## src/rtl/bg_vram_writer.sv

```systemverilog
// bg_vram_writer
// Packs CPU-written 3-bit background pixel indices, three per 9-bit word,
// and commits each word to BG vram port B at an auto-incrementing address.
// Packing order: first pixel in the top slot, third pixel in the bottom slot,
// which matches the filler's unpack order.
//
// Ports:
//   clk            system clock
//   rst            synchronous, active-low reset
//   mem_enable     bus select for this block
//   mem_write      bus write strobe (accepted with mem_enable && ready)
//   reg_sel        0 = address register, 1 = pixel/data register
//   write_data     bus write data; bit 15 set on a data write means flush
//   ready          high when a bus write can be accepted (registered)
//   vram_addr      port-B word address
//   vram_din       port-B write data
//   vram_we        port-B write enable, one-cycle pulse
//   phase          current pack slot (0..2)
//   words_written  saturating count of committed words
module bg_vram_writer #(
  parameter int ADDR_W = 11,
  parameter int PIX_W  = 3
) (
  input  logic                 clk,
  input  logic                 rst,
  input  logic                 mem_enable,
  input  logic                 mem_write,
  input  logic                 reg_sel,
  input  logic [15:0]          write_data,
  output logic                 ready,
  output logic [ADDR_W-1:0]    vram_addr,
  output logic [3*PIX_W-1:0]   vram_din,
  output logic                 vram_we,
  output logic [1:0]           phase,
  output logic [15:0]          words_written
);

  localparam int WORD_W = 3 * PIX_W;

  typedef enum logic [1:0] {
    P0    = 2'd0,
    P1    = 2'd1,
    P2    = 2'd2,
    P_BAD = 2'd3
  } phase_t;

  phase_t              state;
  phase_t              state_next;
  logic [WORD_W-1:0]   pack_buf;
  logic [WORD_W-1:0]   pack_buf_next;
  logic [WORD_W-1:0]   din_next;
  logic [ADDR_W-1:0]   addr_next;
  logic                we_next;
  logic [15:0]         count_next;
  logic                accept;
  logic                is_flush;
  logic [PIX_W-1:0]    pix;

  assign accept   = mem_enable && mem_write && ready;
  assign is_flush = write_data[15];
  assign pix      = write_data[PIX_W-1:0];
  assign phase    = state;

  // State and output registers; everything visible on the ports is a flop.
  always_ff @(posedge clk) begin
    if (!rst) begin
      state         <= P0;
      pack_buf      <= '0;
      vram_din      <= '0;
      vram_addr     <= '0;
      vram_we       <= 1'b0;
      ready         <= 1'b1;
      words_written <= 16'd0;
    end else begin
      state         <= state_next;
      pack_buf      <= pack_buf_next;
      vram_din      <= din_next;
      vram_addr     <= addr_next;
      vram_we       <= we_next;
      // ready mirrors the complement of the write pulse one cycle ahead
      ready         <= !we_next;
      words_written <= count_next;
    end
  end

  // Next-state logic: commit bookkeeping, address loads, pixel packing, flush.
  always_comb begin
    state_next    = state;
    pack_buf_next = pack_buf;
    din_next      = vram_din;
    addr_next     = vram_addr;
    we_next       = 1'b0;
    count_next    = words_written;

    if (vram_we) begin
      // Commit cycle: the word is being written now, advance for the next one.
      addr_next = vram_addr + {{(ADDR_W-1){1'b0}}, 1'b1};
      if (words_written == 16'hFFFF) begin
        count_next = words_written;
      end else begin
        count_next = words_written + 16'd1;
      end
    end else if (accept) begin
      if (!reg_sel) begin
        // Address load discards any partially packed word.
        addr_next     = write_data[ADDR_W-1:0];
        state_next    = P0;
        pack_buf_next = '0;
      end else if (is_flush) begin
        case (state)
          P1, P2: begin
            // Unfilled slots are already zero in the buffer.
            din_next      = pack_buf;
            we_next       = 1'b1;
            state_next    = P0;
            pack_buf_next = '0;
          end
          default: begin
            state_next = P0;
          end
        endcase
      end else begin
        case (state)
          P0: begin
            pack_buf_next = {pix, {(2*PIX_W){1'b0}}};
            state_next    = P1;
          end
          P1: begin
            pack_buf_next[2*PIX_W-1:PIX_W] = pix;
            state_next                     = P2;
          end
          P2: begin
            din_next      = {pack_buf[WORD_W-1:PIX_W], pix};
            we_next       = 1'b1;
            state_next    = P0;
            pack_buf_next = '0;
          end
          default: begin
            state_next    = P0;
            pack_buf_next = '0;
          end
        endcase
      end
    end else begin
      state_next = state;
    end

    // The unused encoding always falls back to the first slot.
    if (state == P_BAD) begin
      state_next    = P0;
      pack_buf_next = '0;
    end else begin
      state_next = state_next;
    end
  end

endmodule

```

## config.mk

```make
export PLATFORM = sky130hd
export DESIGN_NAME = bg_vram_writer
export DESIGN_NICKNAME = d
export VERILOG_FILES = /design/src/rtl/bg_vram_writer.sv
export SDC_FILE = /design/constraint.sdc
export NUM_CORES = 1
export LEC_CHECK = 0
export ABC_AREA = 1
export BUFFER_PORTS_ARGS = -buffer_cell sky130_fd_sc_hd__buf_2
export CORE_MARGIN = 2
export CORE_UTILIZATION = 40
export DETAILED_ROUTE_END_ITERATION = 16
export GPL_ROUTABILITY_DRIVEN = 0
export PLACE_DENSITY_LB_ADDON = 0.1
export SYNTH_ARGS = -nofsm -noshare
export SYNTH_HDL_FRONTEND = slang
export SYNTH_SLANG_ARGS = --single-unit
```

## constraint.sdc

```tcl
create_clock -name clk -period 3.3 [get_ports clk]
set_input_delay 0.495 -clock clk [delete_from_list [all_inputs] [get_ports clk]]
set_output_delay 0.495 -clock clk [all_outputs]
set_load 0.05 [all_outputs]
```

# Word level (Yosys, flattened, before mapping)
# Cells that the tools add are included.
dict set report op_classes {
  add_sub_neg 2
  multipliers 0
  n_div 0
  n_lt_le_gt_ge 0
  n_eq_ne 8
  n_shift 0
  mux 21
  n_bitwise 3
  reduce_logical 14
}
# operator n
set op_table {}
lappend op_table {{$mux W9} 6}
lappend op_table {{$mux W11} 3}
lappend op_table {{$add A16 B1 Y16 const B} 1}
lappend op_table {{$eq A16 B16 Y1 const B} 1}
lappend op_table {{$add A11 B1 Y11 const B} 1}
lappend op_table {{$mux W1} 6}
lappend op_table {{$mux W3} 2}
lappend op_table {{$pmux W3 S2} 1}
lappend op_table {{$reduce_and A2 Y1} 3}
lappend op_table {{$reduce_and A5 Y1} 1}
lappend op_table {{$eq A2 B2 Y1 const B} 2}
lappend op_table {{$mux W2} 2}
lappend op_table {{$ne A2 B1 Y1 const B} 2}
lappend op_table {{$pmux W2 S2} 1}
lappend op_table {{$reduce_and A4 Y1} 1}
lappend op_table {{$reduce_bool A2 Y1} 2}
lappend op_table {{$reduce_or A2 Y1} 2}
lappend op_table {{$ne A3 B2 Y1 const B} 1}
lappend op_table {{$ne A3 B3 Y1 const B} 1}
lappend op_table {{$not A1 Y1} 3}
lappend op_table {{$reduce_and A3 Y1} 1}
lappend op_table {{$eq A2 B1 Y1 const B} 1}
lappend op_table {{$logic_and A1 B1 Y1} 2}
lappend op_table {{$logic_not A2 Y1} 1}
lappend op_table {{$logic_not A1 Y1} 1}
dict set report totals {
  ff_bits 49
  latch_bits 0
  mem_bits_rw 0
  romBits 0
  input_bits 21
  out_inout_bits 40
  word_cells 56
  mem_count 0
}

# Depth between registers and ports, before layout
# Gate-level depths: netlist of the first run.
dict set report logic_depth {
  word_depth 8
  depth_mapped 10
}

# Least setup slack after synthesis of the first run
# No wires, ideal clock.
dict set report synth_timing {
  path_kind {register to register}
  from {reg state[0], in the netlist phase[0]}
  to {reg vram_din[7]}
  setup_time_ns 0.129
  arrival_time_ns 1.901
  t_required_ns 3.171
  setup_slack_ns 1.270
  stages_incl_launch_ff 9
  period_less_slack_ns 2.030
  path_cell_list {dfxtp_1 inv_1 ha_1 inv_1 a21oi_1 o211ai_2 clkbuf_1 o21ai_1 a21oi_1}
}
dict set report synth_between {
  elab_chain_len 4
  word_cells_on_any_way 6
  classes_between {3 x eq/ne; 3 x reduce/logical}
}
# element line
set synth_lines {}
lappend synth_lines {{start, declared} 47} ;# phase_t state;
lappend synth_lines {{start signal, assigned} 75} ;# state <= state_next;
lappend synth_lines {{$eq A2 B1 Y1 / $eq A2 B2 Y1 (equally long branches)} {110, 123}}
lappend synth_lines {{$reduce_or A2 Y1} 110} ;# case (state)
lappend synth_lines {{$ne A2 B1 Y1 (no line)} n/a}
lappend synth_lines {{$reduce_and A5 Y1 (no line) *} n/a}
lappend synth_lines {{end signal, assigned} 77} ;# vram_din <= din_next;
lappend synth_lines {{end, declared} 32} ;# output logic [3*PIX_W-1:0] vram_din,
# Every way passes the cells marked *; elsewhere a longest branch is shown, timed or not.
# A chain may end at the register's enable or synchronous reset.

# Worst setup path in the final report of the first run
dict set report layout_timing {
  from {reg state[1], in the netlist phase[1]}
  to {reg vram_din[3]}
}
# The elaborated chain is that of the path after synthesis.

==> results by stage, run 1 <==
Outcome:
- The flow ran to the end, and the final reports show no timing, DRC or antenna violations.

Clocking:
- In this run the post-CTS setup repair buffer count came out at 0.
- The CTS tree is built.
- The insertion delay to the later sink of the worst-skew pair is 310 ps.
- The number of buffers created by CTS is 5.
- Clock-pin slew was measured on the worst setup and hold paths at 90 ps.
- The root cell of the clock tree is sky130_fd_sc_hd__clkbuf_8.
- The clock drives 46 sinks.
- The number of buffers inserted for hold repair after clock tree synthesis is 0.
- The number of gates resized after CTS was 0.
- In this run the number of H-tree levels came out at 2.
- The maximum buffer depth of the clock tree is 2.

STA:
- The number of hold violations in the final report is 0.
- The number of pins exceeding their max-slew limit in the final report is 0.
- The slew at the pin closest to its max-slew limit is 711.0 ps.
- The worst path uses 57.64% of the clock period.
- The total negative slack for setup checks is 0 ps.
- Measured against its own limit, the worst slew margin works out to 52.43%.
- The maximum clock rate is 525.7 MHz.
- The final worst clock skew is 4.955 ps.
- Setup repair after global routing left no endpoint under its margin.
- The worst path needs 1902 ps of the cycle, external delays included.
- Setup violations remaining at the end of the flow were counted as 0.

Final layout:
- In the final layout, the share of cells above drive strength 1 is 19.35%.
- The final cell count without fillers is 504.
- The repair_antennas step left the layout with diodes totalling 0.
- The layout has 672 filler cells.
- Relative to the synthesized area, the layout overhead comes to 19.32%.
- After the last flow step, the layout net total stands at 456.

Route:
- After detailed routing, the number of vias per cell comes to 4.750.
- For this block, the initial DRC count from the detailed router was 104.
- The routed via count is 2,394.
- In the routed design, unresolved DRC markers number 0.
- The count of nets left with antenna violations after detail routing is 0.
- The pre-antenna-repair detailed-routing pass consisted of 4 iterations.
- The per-cell routed wire length is 11.59 µm.
- The detailed-route wire length is 5843 µm.

Die:
- The die footprint is 6865 µm².
- The number of rows in the core area is 28.
- The core region area is 5956 µm².
- In this run the vertical extent of the chip is 82.86 µm.
- For this configuration, the core starts out at a cell density of 41.76%.
- The x dimension of the die is 82.86 µm.
- 61 I/O pins were placed.

Logic synthesis:
- The sequential area share after synthesis is 37.02%.
- Summing every instance area after synthesis gives 2487 µm².
- Of the total synthesized cell area, the portion taken by AND, OR, NAND and NOR gates is 32.80%.
- The register bit total from synthesis is 46.
- In this run the mean area of a mapped cell was 6.687 µm².
- The xor/xnor cell area share of the yosys netlist is 3.169%.
- Yosys mapped the design onto 31 distinct sky130hd cell types.
- The largest family of logic cells by synthesized area is simple AND/OR/NAND/NOR gates.
- The post-synthesis mux area share is 0%.
- In the synthesized netlist, the number of instances is 372.
- For this run, the number of Yosys warnings is 0.
- The number of nets in the synthesized netlist is 400.
- The largest total area in the synthesized netlist belongs to sky130_fd_sc_hd__dfxtp_1.
- Of the post-synthesis cell area, the dominant cell type holds 37.02%.
- By area the synthesized netlist is led by sky130_fd_sc_hd__dfxtp_1, sky130_fd_sc_hd__nand2_1, sky130_fd_sc_hd__inv_1, sky130_fd_sc_hd__nor2_1, sky130_fd_sc_hd__a21oi_1.
- The fraction of the mapped netlist area in adder cells is 3.521%.
- The compound-gate portion of the synthesized area is 14.89%.

Placed design:
- Once detailed placement completed, the half-perimeter wirelength came to 4111 µm.
- The number of cells in the design after placement is 496.
- Port buffering added 56 buffers.

Global routing:
- The number of global-route vias before repair came to 2,204.
- Across every metal layer, demand over resource in global routing totals 17.70%.
- For this run the aggregate overflow at the end of global routing stands at 0.
- Entering global routing, the biggest net connects 28 pins.
- The first-pass GRT wire length is 10,250 µm.
- The number of antenna violations at the first check in global routing is 0.

Pwr:
- The cell area power density is 414.9 nW/µm².
- The total power of the final layout is 1.231 mW.
- The leakage power is 1.277 nW.
- The worst-case vdd ir drop is 0.1754 mV.

Critical path:
- The origin of the critical flop-to-flop path is phase[1]$_SDFFE_PP0P_.
- The element type at the critical path end is a register.
- Of all nets on the critical path, the largest fanout is 18.
- The capture point of the worst reg-to-reg path is vram_din[3]$_SDFFE_PN0P_.
- Data on the critical path arrives at its endpoint at 2070 ps.
- The required time reported for the critical path endpoint is 3470 ps.
- The worst setup path category is reg2reg.
- The kind of start point of the critical path is a register.
- The register-to-register path setup slack is 1400 ps.
- For the worst flop-to-flop path, the logic depth is 7.

Hold path:
- The class of the worst hold path is reg2reg.
- The worst hold path terminates at vram_din[8]$_SDFFE_PN0P_.
- The worst hold path was traced through 2 stages.
- The launch instance of the worst min-delay path is vram_din[8]$_SDFFE_PN0P_.

Run:
- Max-cap violations in this run came to 0.
==> power breakdown <==
| group | internal (mW) | switching, mW |
|---|---|---|
| logic | 0.0379 | 0.0994 |
| clock network | 0.304 | 0.206 |
| registers | 0.570 | 0.0148 |
==> sequential cells by signal (all words and copies together) (netlist names) <==
signal / cells
vram_we: 1
ready: 1
vram_addr: 11
pack_buf: 6
phase: 2
vram_din: 9
words_written: 16
==> per-layer routing <==
layer | GRT usage, % | wire length (µm) | vias up
met5 | 0 | 0 | -
met2 | 28.01 | 2584 | 45
met3 | 3.678 | 259 | 5
met4 | 5.663 | 71 | 0
li1 | - | - | 1300
met1 | 24.18 | 2927 | 1044
==> critical path: stages (launching register included) <==
cell and delay [ps]:
sky130_fd_sc_hd__dfxtp_1 440, sky130_fd_sc_hd__inv_1 100, sky130_fd_sc_hd__ha_1 280, sky130_fd_sc_hd__inv_1 50
sky130_fd_sc_hd__a21oi_1 190, sky130_fd_sc_hd__o211ai_2 350, sky130_fd_sc_hd__o21ai_0 280, sky130_fd_sc_hd__a21oi_1 70
==> synth_stat cells <==
| master | count |
|---|---|
| sky130_fd_sc_hd__nand2_1 | 116 |
| sky130_fd_sc_hd__dfxtp_1 | 46 |
| sky130_fd_sc_hd__inv_1 | 40 |
| sky130_fd_sc_hd__nor2_1 | 40 |
| sky130_fd_sc_hd__a21oi_1 | 28 |
| sky130_fd_sc_hd__o21ai_0 | 22 |
| sky130_fd_sc_hd__nand3_1 | 19 |
| sky130_fd_sc_hd__a21oi_2 | 8 |
| sky130_fd_sc_hd__clkbuf_1 | 7 |
| sky130_fd_sc_hd__ha_1 | 7 |
| sky130_fd_sc_hd__nor3_1 | 6 |
| sky130_fd_sc_hd__xor2_1 | 5 |
| sky130_fd_sc_hd__xnor2_1 | 4 |
| sky130_fd_sc_hd__nand4_1 | 3 |
| sky130_fd_sc_hd__a31oi_1 | 2 |
| sky130_fd_sc_hd__nor2_2 | 2 |
| sky130_fd_sc_hd__nor2_4 | 2 |
| sky130_fd_sc_hd__o21ai_1 | 2 |
| sky130_fd_sc_hd__a21boi_0 | 1 |
| sky130_fd_sc_hd__and3_1 | 1 |
| sky130_fd_sc_hd__buf_2 | 1 |
| sky130_fd_sc_hd__buf_8 | 1 |
| sky130_fd_sc_hd__clkinv_1 | 1 |
| sky130_fd_sc_hd__clkinv_2 | 1 |
| sky130_fd_sc_hd__inv_6 | 1 |
| sky130_fd_sc_hd__nand2_4 | 1 |
| sky130_fd_sc_hd__nand3b_1 | 1 |
| sky130_fd_sc_hd__nor2_8 | 1 |
| sky130_fd_sc_hd__nor4_1 | 1 |
| sky130_fd_sc_hd__o211ai_2 | 1 |
| sky130_fd_sc_hd__o31ai_1 | 1 |
==> how the worst max path moves through the flow <==
stage,from,endpoint,cells after the start
floorplan,phase[0]$_SDFFE_PP0P_,vram_din[7]$_SDFFE_PN0P_,8
global placement,mem_enable,vram_addr[8]$_SDFFE_PN0P_,9
detailed placement,mem_enable,vram_addr[8]$_SDFFE_PN0P_,9
CTS,phase[1]$_SDFFE_PP0P_,vram_din[8]$_SDFFE_PN0P_,7
global route,phase[1]$_SDFFE_PP0P_,vram_din[6]$_SDFFE_PN0P_,7
finish,phase[1]$_SDFFE_PP0P_,vram_din[3]$_SDFFE_PN0P_,7
==> area by class of cell <==
cell class | instances | area [µm²] | area share, %
multi-input combinational | 274 | 1353 | 45.57
sequential | 46 | 920.9 | 31.03
timing repair buffer | 58 | 295.3 | 9.949
inverter | 43 | 167.7 | 5.649
tap | 75 | 93.84 | 3.162
clock buffer | 5 | 68.82 | 2.319
clock inverter | 3 | 68.82 | 2.319
==> cell usage in the layout (no fill, tap or decap), types with 2 or more instances in the layout <==
cell / instances
sky130_fd_sc_hd__nand2_1: 116
sky130_fd_sc_hd__buf_2: 56
sky130_fd_sc_hd__dfxtp_1: 46
sky130_fd_sc_hd__inv_1: 40
sky130_fd_sc_hd__nor2_1: 40
sky130_fd_sc_hd__a21oi_1: 28
sky130_fd_sc_hd__o21ai_0: 22
sky130_fd_sc_hd__nand3_1: 19
sky130_fd_sc_hd__a21oi_2: 8
sky130_fd_sc_hd__ha_1: 7
sky130_fd_sc_hd__nor3_1: 6
sky130_fd_sc_hd__xor2_1: 5
sky130_fd_sc_hd__clkbuf_8: 5
sky130_fd_sc_hd__xnor2_1: 4
sky130_fd_sc_hd__nand4_1: 3
sky130_fd_sc_hd__nor2_2: 2
sky130_fd_sc_hd__nor2_4: 2
sky130_fd_sc_hd__o21ai_1: 2
sky130_fd_sc_hd__a31oi_1: 2
sky130_fd_sc_hd__bufinv_16: 2
sky130_fd_sc_hd__buf_4: 2
==> per-stage QoR <==
stage	util (%)	setup WS (ps)	instance area [µm²]	hold slack, ps
finish	49.83	1398	2968	448.0
global route	49.83	1139	2968	494.2
CTS	49.83	1392	2968	453.0
detailed placement	47.52	1422	2830	432.5
global placement	47.52	1428	2830	432.1
floorplan	-	1270	2487	441.8
==> logic make-up after synthesis <==
| family | count (synthesis) |
|---|---|
| flops | 46 |
| fa+ha+maj | 7 |
| compound gates | 65 |
| buf+inv | 52 |
| xor+xnor | 9 |
| simple gates | 193 |
Power figures use the tool's default switching activity.
==> run 2: changes to the inputs <==
--- a/config.mk
+++ b/config.mk
@@ -5,7 +5,7 @@
 export SDC_FILE = /design/constraint.sdc
 export NUM_CORES = 1
 export LEC_CHECK = 0
-export ABC_AREA = 1
+export ABC_AREA = 0
 export BUFFER_PORTS_ARGS = -buffer_cell sky130_fd_sc_hd__buf_2
 export CORE_MARGIN = 2
 export CORE_UTILIZATION = 40
==> constraint.sdc (replaced) <==
create_clock -name clk -period 1.8 [get_ports clk]
set_input_delay 0.27 -clock clk [delete_from_list [all_inputs] [get_ports clk]]
set_output_delay 0.27 -clock clk [all_outputs]
set_load 0.05 [all_outputs]
==> results by stage, run 2 <==
Outcome:
- Run status: complete, no violations (unchanged).

Die:
- The x dimension of the die is 79.25 µm (was 82.86 µm).
- The number of rows in the core area is 27 (was 28).
- The top-level I/O count was 61 (unchanged).
- The initial core utilization is 41.38% (was 41.76%).
- The die footprint was 6280 µm² (was 6865 µm²).
- The core region area is 5473 µm² (was 5956 µm²).
- The die boundary height was 79.25 µm (was 82.86 µm).

Clocking:
- The insertion delay to the later sink of the worst-skew pair is 290 ps (was 310 ps).
- The CTS tree is built (unchanged).
- The number of H-tree levels is 2 (unchanged).
- The clock-pin slew reported for the worst setup and hold paths after clock tree synthesis is 90 ps (about the same).
- The buffers inserted during post-CTS setup optimization was 0 (unchanged).
- The clock sink count was 46 (unchanged).
- The root cell of the clock tree is sky130_fd_sc_hd__clkbuf_8 (unchanged).
- The maximum buffer depth of the clock tree is 2 (unchanged).
- The number of buffers created by CTS is 5 (unchanged).
- The number of buffers inserted for hold repair after clock tree synthesis came to 0 (unchanged).

Global routing:
- The number of antenna violations at the first check in global routing is 0 (unchanged).
- The remaining global-route overflow is 0 (unchanged).
- The total routing resource utilization after global routing is 18.43% (was 17.70%).
- The number of global-route vias before repair was 1,947 (was 2,204).
- The first-pass GRT wire length is 9252 µm (was 10,250 µm).
- The maximum number of pins on one net before global-route repair is 23 (was 28).

Critical path:
- The element type at the critical path end is a register (unchanged).
- The origin of the critical flop-to-flop path is phase[0]$_SDFFE_PP0P_ (was phase[1]$_SDFFE_PP0P_).
- The data arrival time of the critical path came to 1950 ps (was 2070 ps).
- The kind of cell adding the most delay to the critical path was simple AND/OR/NAND/NOR gates (was compound AO/OA/AOI/OAI gates).
- The required time reported for the critical path endpoint came to 2030 ps (was 3470 ps).
- The slowest cell on the critical path was sky130_fd_sc_hd__or3b_2 (was sky130_fd_sc_hd__dfxtp_1).
- The worst setup path category is reg2reg (unchanged).
- The kind of start point of the critical path is a register (unchanged).
- The launching instance or port of the critical path is phase[0]$_SDFFE_PP0P_ (was phase[1]$_SDFFE_PP0P_).
- The register-to-register path setup slack was 80 ps (was 1400 ps).
- Critical path, cell by cell: inv_1 > ha_1 > mux2_2 > nand3_4 > or3b_2 > a21oi_1 (was inv_1 > ha_1 > inv_1 > a21oi_1 > o211ai_2 > o21ai_0 > a21oi_1).
- The count of cells along the worst register-to-register path is 6 (was 7).
- The highest net fanout along the worst path was 6 (was 18).
- The capture point of the worst reg-to-reg path is vram_din[2]$_SDFFE_PN0P_ (was vram_din[3]$_SDFFE_PN0P_).
- The combined buffer and inverter count along the critical path is 1 (was 2).
- The critical path's largest stage delay came to 460 ps (was 440 ps).

Route:
- The detailed-route wire length is 5492 µm (was 5843 µm).
- The routed via count is 2,137 (was 2,394).
- The via-per-instance ratio came to 5.303 (was 4.750).
- The number of DRC markers after the initial detailed-route iteration is 58 (was 104).
- The per-cell routed wire length is 13.63 µm (was 11.59 µm).
- The count of nets left with antenna violations after detail routing came to 0 (unchanged).
- The number of search-and-repair iterations in the first detailed-routing pass is 4 (unchanged).
- The post-route DRC violation count came to 0 (unchanged).

Logic synthesis:
- The count of flip-flops with a built-in enable after synthesis is 0 (unchanged).
- The synthesized area per cell is 8.546 µm² (was 6.687 µm²).
- The number of instances in the synthesized netlist came to 265 (was 372).
- The number of distinct standard cells referenced by the synthesized netlist is 44 (was 31).
- The largest area contributor in the netlist is sky130_fd_sc_hd__dfxtp_1 (unchanged).
- The synthesized area was 2265 µm² (was 2487 µm²).
- The most frequent cell after synthesis is sky130_fd_sc_hd__dfxtp_1 (was sky130_fd_sc_hd__nand2_1).
- The share of synthesized flip-flops with an asynchronous set or reset is 0% (unchanged).
- The net count after synthesis was 293 (was 400).
- The sequential area share after synthesis came to 40.66% (was 37.02%).
- The most common flop cell mapped by yosys is sky130_fd_sc_hd__dfxtp_1 (unchanged).
- The number of warnings reported in the yosys synthesis log was 0 (unchanged).
- The register bit total from synthesis is 46 (unchanged).
- Leading post-synthesis cells by instance count: sky130_fd_sc_hd__dfxtp_1, sky130_fd_sc_hd__nand2_1, sky130_fd_sc_hd__a21oi_1, sky130_fd_sc_hd__nor2_1, sky130_fd_sc_hd__nand3_1 (was sky130_fd_sc_hd__nand2_1, sky130_fd_sc_hd__dfxtp_1, sky130_fd_sc_hd__inv_1, sky130_fd_sc_hd__nor2_1, sky130_fd_sc_hd__a21oi_1).
- Cell types with the largest area share after synthesis: sky130_fd_sc_hd__dfxtp_1, sky130_fd_sc_hd__mux2i_1, sky130_fd_sc_hd__a21oi_1, sky130_fd_sc_hd__nand2_1, sky130_fd_sc_hd__ha_1 (was sky130_fd_sc_hd__dfxtp_1, sky130_fd_sc_hd__nand2_1, sky130_fd_sc_hd__inv_1, sky130_fd_sc_hd__nor2_1, sky130_fd_sc_hd__a21oi_1).
- The share of Yosys cell area claimed by the top area cell type was 40.66% (was 37.02%).

Placed design:
- The estimated wirelength of the detail-placed design is 4099 µm (was 4111 µm).
- The number of cells in the design after placement is 395 (was 496).
- The total of buffers placed on input and output ports is 56 (unchanged).

STA:
- The worst hold margin is 253.8 ps (was 448.0 ps).
- The number of pins exceeding their max-slew limit in the final report came to 0 (unchanged).
- The max-slew headroom at the worst pin is 69.36% (was 52.43%).
- The final worst clock skew came to 3.682 ps (was 4.955 ps).
- The minimum clock period after layout is 1717 ps (was 1902 ps).
- Setup repair after global routing missed its margin: no (unchanged).
- The number of hold violations in the final report is 0 (unchanged).
- The post-route fraction of the period consumed by the critical path is 95.38% (was 57.64%).
- The slew at the pin closest to its max-slew limit is 458.6 ps (was 711.0 ps).
- The final number of setup-violating endpoints was 0 (unchanged).
- The maximum clock rate is 582.4 MHz (was 525.7 MHz).

Final layout:
- Commonest cells after routing, fill and taps aside: sky130_fd_sc_hd__buf_2, sky130_fd_sc_hd__dfxtp_1, sky130_fd_sc_hd__nand2_1, sky130_fd_sc_hd__a21oi_1, sky130_fd_sc_hd__nor2_1 (was sky130_fd_sc_hd__nand2_1, sky130_fd_sc_hd__buf_2, sky130_fd_sc_hd__dfxtp_1, sky130_fd_sc_hd__inv_1, sky130_fd_sc_hd__nor2_1).
- The fill cell total of the finished layout was 565 (was 672).
- Largest registers ranked by flip-flop count: words_written (16), vram_addr (11), vram_din (9) (unchanged).
- The most common cell after layout, fill and taps aside is sky130_fd_sc_hd__buf_2 (was sky130_fd_sc_hd__nand2_1).
- The area added between synthesis and finish is 25.30% (was 19.32%).
- The register with the highest flop count is words_written (unchanged).
- The share of post-route cells with drive strength above 1 was 30.82% (was 19.35%).
- The flip-flop count of the largest register after layout is 16 (unchanged).
- The number of nets in the finished design was 358 (was 456).
- The number of antenna diodes came to 0 (unchanged).
- The final cell count without fillers is 403 (was 504).

Pwr:
- The worst-case vdd ir drop came to 0.2958 mV (was 0.1754 mV).
- The total power of the final layout is 1.851 mW (was 1.231 mW).
- The cell area power density was 652.2 nW/µm² (was 414.9 nW/µm²).
- The leakage power is 1.226 nW (was 1.277 nW).

Hold path:
- The sink of the worst hold path is ready$_SDFF_PN1_ (was vram_din[8]$_SDFFE_PN0P_).
- The class of the worst hold path is in2reg (was reg2reg).
- The launch instance of the worst min-delay path is reg_sel (was vram_din[8]$_SDFFE_PN0P_).
- The number of stages on the worst hold path came to 2 (unchanged).

Run:
- The number of max-cap violations came to 0 (unchanged).
-- run 2: changes by cell type in the layout (fill, tap and decap cells not counted), moves of 13 or more --
cell                      before  now
sky130_fd_sc_hd__buf_4         2   15
sky130_fd_sc_hd__dfxtp_1      46   32
sky130_fd_sc_hd__inv_1        40    9
sky130_fd_sc_hd__mux2i_1       0   13
sky130_fd_sc_hd__nand2_1     116   26
sky130_fd_sc_hd__nor2_1       40   21
sky130_fd_sc_hd__o21ai_0      22    9
-- run 2: cell families (layout without fill, tap and decap cells) --
logic type | count (synthesis) | count (layout) | synth area share, %
compound gates | 57 | 57 | 15.80
simple gates | 118 | 118 | 29.06
fa+ha+maj | 7 | 7 | 3.867
buf+inv | 22 | 88 | 3.867
flops | 46 | 46 | 40.66
mux | 15 | 15 | 6.740
-- run 2: worst max path at each step --
stage,end,depth (start not counted)
6_report,vram_din[2]$_SDFFE_PN0P_,6
5_1_grt,words_written[14]$_SDFFE_PN0P_,5
4_1_cts,vram_din[2]$_SDFFE_PN0P_,6
3_5_place_dp,vram_din[1]$_SDFFE_PN0P_,6
3_3_place_gp,vram_din[2]$_SDFFE_PN0P_,6
2_1_floorplan,words_written[14]$_SDFFE_PN0P_,4
-- run 2: per-stage QoR --
step	instance area (µm²)	setup WS [ps]	TNS, ps	util (%)
after floorplan	2295	-47.37	-47.37	-
after global placement	2724	27.96	0	49.77
after detailed placement	2724	11.53	0	49.77
after CTS	2820	59.49	0	51.53
after global routing	2838	16.54	0	51.85
final	2838	83.11	0	51.85
-- run 2: what timing repair did --
item,in CTS,in global routing
pin swaps,0,0
endpoints found under the hold margin,0,0
gates resized for setup,1,2
gates cloned,0,0
endpoints found under the setup margin,2,5
-- run 2: metal layers --
layer,routed length [µm],part of all wire [%],up-vias,global-route usage [%]
li1,-,-,1105,-
met1,2639,48,980,24.35
met2,2562,47,48,30.25
met3,248,4.5,4,3.409
met4,41,0.75,0,6.207
met5,0,0,-,0
-- run 2: final cells by class --
type	count	area [µm²]	share of cell area, %
Inverter	9	33.78	1.190
Clock buffer	7	86.33	3.042
Sequential cell	46	948.4	33.42
Clock inverter	1	5.005	0.1764
Tap cell	72	90.09	3.175
Timing Repair Buffer	71	392.9	13.84
Multi-Input combinational cell	197	1281	45.15
-- run 2: where the power goes --
group	switching [mW]	leakage (nW)	internal, mW
clock network	0.341	0.0482	0.310
registers	0.0145	0.379	1.02
logic	0.107	0.799	0.0548
-- run 2: worst reg2reg max path, cell delays in order (launching register included) --
cell and delay [ps]:
sky130_fd_sc_hd__dfxtp_4 370, sky130_fd_sc_hd__inv_1 80, sky130_fd_sc_hd__ha_1 320, sky130_fd_sc_hd__mux2_2 180, sky130_fd_sc_hd__nand3_4 110, sky130_fd_sc_hd__or3b_2 460, sky130_fd_sc_hd__a21oi_1 140
